[src/rtl/cic3_decim_ctrl.sv]
// cic3_decim_ctrl: sequencing controller for the 3rd-order CIC decimator.
// Generates the decimated filter clock, holds the filter in reset while idle
// or flushing, discards the settling outputs and captures each later filter
// output into a holding register with a valid/ready handshake.
//
// state  | meaning
// IDLE   | stopped; filter held in reset, decimation exponent latched on enable
// FLUSH  | two cycles with the filter still in reset
// SETTLE | divided clock running; first SETTLE_SAMPLES outputs discarded
// RUN    | divided clock running; every output captured for readout
module cic3_decim_ctrl #(
  parameter int MAX_DEC_LOG2   = 8,
  parameter int NUMBITS        = 25,
  parameter int SETTLE_SAMPLES = 3
) (
  input  logic               clk,
  input  logic               reset_n,
  input  logic               enable,
  input  logic [3:0]         dec_log2,
  input  logic [NUMBITS-1:0] cic_out,
  output logic               divided_clk,
  output logic               filter_reset_n,
  output logic [NUMBITS-1:0] sample_data,
  output logic               sample_valid,
  input  logic               sample_ready,
  output logic               overrun,
  input  logic               overrun_clr,
  output logic               busy
);

  // One extra bit so D itself (e.g. 256) is representable for the wrap compare.
  localparam int CW = MAX_DEC_LOG2 + 1;
  localparam int DW = (SETTLE_SAMPLES < 2) ? 1 : $clog2(SETTLE_SAMPLES + 1);

  typedef enum logic [1:0] {IDLE, FLUSH, SETTLE, RUN} state_t;

  state_t                  state;
  logic [3:0]              eff_q;
  logic [3:0]              eff_in;
  logic [MAX_DEC_LOG2-1:0] counter;
  logic                    flush_cnt;
  logic [DW-1:0]           discard_cnt;

  logic [CW-1:0]           cnt_ext;
  logic [CW-1:0]           d_last;
  logic [CW-1:0]           half;
  logic [CW-1:0]           cap_pt;
  logic                    at_cap;

  // Clamp the requested exponent to the supported range [3, MAX_DEC_LOG2].
  always_comb begin
    eff_in = dec_log2;
    if (dec_log2 < 4'd3)
      eff_in = 4'd3;
    else if (dec_log2 > 4'(MAX_DEC_LOG2))
      eff_in = 4'(MAX_DEC_LOG2);
  end

  // Period decode for the latched ratio: wrap value, half period, capture point.
  always_comb begin
    cnt_ext = {1'b0, counter};
    d_last  = (CW'(1) << eff_q) - CW'(1);
    half    = CW'(1) << (eff_q - 4'd1);
    cap_pt  = half + CW'(2);
    at_cap  = (cnt_ext == cap_pt);
  end

  // Sequencer, divided clock generation and sample capture.
  always_ff @(posedge clk) begin
    if (!reset_n) begin
      state          <= IDLE;
      eff_q          <= 4'd3;
      counter        <= '0;
      flush_cnt      <= 1'b0;
      discard_cnt    <= '0;
      divided_clk    <= 1'b0;
      filter_reset_n <= 1'b0;
      sample_data    <= '0;
      sample_valid   <= 1'b0;
      overrun        <= 1'b0;
      busy           <= 1'b0;
    end else begin
      // A set later in this block overrides the clear.
      if (overrun_clr)
        overrun <= 1'b0;

      if (state == IDLE) begin
        counter        <= '0;
        divided_clk    <= 1'b0;
        filter_reset_n <= 1'b0;
        sample_valid   <= 1'b0;
        if (enable) begin
          eff_q     <= eff_in;
          flush_cnt <= 1'b0;
          state     <= FLUSH;
          busy      <= 1'b1;
        end
      end else if (!enable) begin
        state          <= IDLE;
        busy           <= 1'b0;
        counter        <= '0;
        divided_clk    <= 1'b0;
        filter_reset_n <= 1'b0;
        sample_valid   <= 1'b0;
      end else if (state == FLUSH) begin
        if (flush_cnt) begin
          state          <= SETTLE;
          counter        <= '0;
          filter_reset_n <= 1'b1;
          discard_cnt    <= '0;
        end else begin
          flush_cnt <= 1'b1;
        end
      end else begin
        counter     <= (cnt_ext == d_last) ? '0 : counter + 1'b1;
        divided_clk <= (cnt_ext >= half);
        if (at_cap && state == SETTLE) begin
          discard_cnt <= discard_cnt + 1'b1;
          if (discard_cnt == DW'(SETTLE_SAMPLES - 1))
            state <= RUN;
          if (sample_valid && sample_ready)
            sample_valid <= 1'b0;
        end else if (at_cap) begin
          if (!sample_valid || sample_ready) begin
            sample_data  <= cic_out;
            sample_valid <= 1'b1;
          end else begin
            overrun <= 1'b1;
          end
        end else if (sample_valid && sample_ready) begin
          sample_valid <= 1'b0;
        end
      end
    end
  end

endmodule

[config.mk]
export PLATFORM = sky130hd
export DESIGN_NAME = cic3_decim_ctrl
export DESIGN_NICKNAME = d
export VERILOG_FILES = /design/src/rtl/cic3_decim_ctrl.sv
export SDC_FILE = /design/constraint.sdc
export NUM_CORES = 1
export LEC_CHECK = 0
export CORE_MARGIN = 5
export CORE_UTILIZATION = 50
export DETAILED_ROUTE_END_ITERATION = 6
export GPL_TIMING_DRIVEN = 0
export PLACE_DENSITY = 0.91
export SETUP_SLACK_MARGIN = 0.4
export SYNTH_ARGS = -nofsm -noshare
export SYNTH_HDL_FRONTEND = slang
export SYNTH_SLANG_ARGS = --single-unit
[constraint.sdc]
create_clock -name clk -period 4 [get_ports clk]
set_clock_uncertainty 0.05 [all_clocks]
set_input_delay 0.8 -clock clk [delete_from_list [all_inputs] [get_ports clk]]
set_output_delay 0.8 -clock clk [all_outputs]
set_load 0.03 [all_outputs]
==> flow_summary.ini <==
[outcome]
status = finished, final reports clean

[timing]
fmaxAchievable_mhz = 314
finalSetupTns_ps = 0
grt_setup_unrepaired = false
timing.slew.headroom_pct = 64.4
layout_min_cycle_time_ps = 3180
worst_slew_pin_slew_ps = 527
finalHoldViolCount = 0
fin_crit_sh_pct = 79.5
drv_slew = 0
setup_violations = 0

[route]
via_per_inst = 5.79
final_antenna_net_count = 0
dr.pass1.iters = 4
wl_per_cell_um = 15.5
drt_first_iter_violations = 227
routed_wl_mm = 7.35
drc_errors = 0
via_count = 2743

[placement]
dp_cells = 466
portBuffers = 62
gp_congestion = 0.897
place_hpwl_mm = 5.46

[pwr]
swShare_pct = 32.5
power_frac_comb_pct = 26.7
power_frac_clock_pct = 27.5
power_density_mw_per_mm2 = 315
vdd_drop_max_mv = 0.299
p_leak_uw = 0.00126
internal_power_uw = 734
finalPower_uw = 1090
switchingPower_uw = 353
seq_power_share_pct = 45.8

[final_layout]
syn_to_final_growth_pct = 30.0
n_antenna_cell = 0
utilization_pct = 67.2
multi_input_area_sq_mm = 0.00155
layout.nets = 452
nFillCells = 431
instances_no_fill = 474
drive_above_1_share_pct = 5.94
regArea_sq_um = 941

[job]
cap_violations = 0

[die]
die_y_um = 82.9
core_area_sq_mm = 0.00514
rows = 26
die_x_um = 82.9
initial_core_util_pct = 51.7
fp.dieArea_sq_mm = 0.00688
ios = 64

[synth]
async_flop_share_pct = 0
synth_warnings = 0
synth_area_leader_cell = dfxtp_1
synth_area_sq_mm = 0.00266
syn_avg_cell_area_sq_um = 7.96
netlist.area_leader.share_pct = 35.4
ys_top_cells_by_area = dfxtp_1 35%, ha_1 7.1%, nand2_1 6.4%
syn_nets = 383
syn_inst = 334
synth_ff_type = dfxtp_1
synth_edf_count = 0
synth_seq_cells = 47
synthDistinctLibCells = 53
ys_seq_area_share_pct = 35.4

[cts]
clock-root-buffer = clkbuf_8
numClockSinks = 47
clkLatencyLatePin_ps = 310
cts_resized = 0
ctsHtreeMaxLevel = 2
path_clk_slew_ps = 100
cts_tree = built
ctsLongestPathBuffers = 2
cts_setup_buffers = 0
cts_buffers = 5
cts_hold_buf = 0

[grt]
grt_max_degree = 16
overflow = 0
grt_pass1_vias = 2779
antenna_found_initial = 0
grt_use_total_pct = 21.6
grt_first_pass_wirelength_mm = 12.6

[setup_path]
path_class = flop to flop
critPathMaxFanout = 10
critPathArrivalTime_ps = 3320
worstPathRequired_ps = 4140
endpoint_kind = flop
cp-start-kind = flop
r2r_slack_ps = 820

[min_path]
hold_path.class = flop to flop
## per-layer routing
metal | wire (um) | share of wire, % | up-vias | track usage (%)
li1 | - | - | 1314 | -
met1 | 3050 | 41 | 1298 | 25.1
met5 | 0 | 0 | - | 0
met3 | 418 | 5.7 | 31 | 4.46
met4 | 253 | 3.4 | 0 | 8.17
met2 | 3630 | 49 | 100 | 38.5
## logic make-up after synthesis
family / after synthesis / share of synthesized area (%)
adder cells (fa/ha/maj): 15 / 7.06
multiplexers: 6 / 2.31
XOR/XNOR: 12 / 3.95
AND/OR/NAND/NOR: 140 / 25.8
buffers and inverters: 37 / 6.26
flip-flops: 47 / 35.4
AO/OA/AOI/OAI: 77 / 19.2
## placed cells by master (no fill, tap or decap), types with 3 or more instances in the layout
cell type and n:
clkbuf_1 14, or3_1 3, mux2i_1 5, a21o_1 3, clkdlybuf4s50_1 62, nand2b_1 4, o21ai_1 9, dfxtp_1 47
xor2_1 8, nor2_1 21, nor2b_1 8, xnor2_1 4, inv_1 12, ha_1 15, clkbuf_8 5, nand4_1 7
buf_4 4, a21oi_1 13, nand3_1 32, o21ai_0 24, nor3b_1 3, o22ai_1 3, nor3_1 6, o21a_1 4
nand2_1 45, buf_2 4
## synthesized netlist by cell type (2+ instances only)
| library cell | number |
|---|---|
| buf_1 | 2 |
| dfxtp_1 | 47 |
| nand4_1 | 7 |
| inv_1 | 12 |
| a2111o_1 | 2 |
| a21o_1 | 3 |
| o21ai_1 | 9 |
| nor2_1 | 21 |
| a21oi_1 | 13 |
| o22ai_1 | 3 |
| and2_1 | 2 |
| nand2b_1 | 4 |
| xor2_1 | 8 |
| o311ai_0 | 2 |
| a211oi_1 | 2 |
| mux2i_1 | 5 |
| xnor2_1 | 4 |
| or3_1 | 3 |
| buf_4 | 4 |
| nor3b_1 | 3 |
| nor3_1 | 6 |
| o21ai_0 | 24 |
| clkbuf_1 | 13 |
| ha_1 | 15 |
| nand2_1 | 45 |
| a211oi_2 | 2 |
| buf_2 | 4 |
| nand3_1 | 32 |
| and3_1 | 2 |
| nand4b_1 | 2 |
| nor2b_1 | 8 |
| o21a_1 | 4 |
## registers in the layout, indices dropped and copies added (netlist names)
name and count:
sample_data 25, counter 8, eff_q 4, discard_cnt 2, state 2, busy 1, divided_clk 1, filter_reset_n 1
flush_cnt 1, overrun 1, sample_valid 1
## power by group through the flow
stage                     clock network [uW]  registers (uW)  logic (uW)
after floorplan                            0             517         182
after global placement                     0             507         273
after detailed placement                   0             508         282
after CTS                                297             497         285
after global routing                     313             501         321
final                                    299             498         290
## stage by stage
step           worst slack, ps  hold WS (ps)  area, sq um
2_1_floorplan             1330           436         2660
3_3_place_gp               990           386         3370
3_5_place_dp               875           392         3370
4_1_cts                    863           407         3460
5_1_grt                    563           427         3460
6_report                   820           409         3460
## cell type report
cell class | count | area share [%]
Multi-Input combinational cell | 250 | 44.9
Sequential cell | 47 | 27.2
Timing Repair Buffer | 62 | 18.0
Buffer | 24 | 3.40
Tap cell | 70 | 2.53
Clock buffer | 6 | 2.10
Inverter | 13 | 1.41
Clock inverter | 2 | 0.471
## final timing paths
kind,startpoint,endpoint,cells after the start
worst min-delay path,sample_data[17]$_SDFFE_PN0P_,sample_data[17]$_SDFFE_PN0P_,2
worst min register to register,sample_data[17]$_SDFFE_PN0P_,sample_data[17]$_SDFFE_PN0P_,2
worst max register to register,eff_q[0]$_SDFFE_PN1P_,counter[3]$_SDFFE_PP0P_,11
worst max-delay path,eff_q[0]$_SDFFE_PN1P_,counter[3]$_SDFFE_PP0P_,11
## worst max-delay path, stage by stage, from the launching register on
cell and delay [ps]:
dfxtp_1 400, nor2b_1 390, and2_1 240, inv_1 60, ha_1 160, clkbuf_1 220
or3_1 370, a211oi_2 230, o21a_1 140, o211ai_1 180, o41ai_4 530, nor2_1 110
No activity file was read; power rests on OpenSTA's default activity.
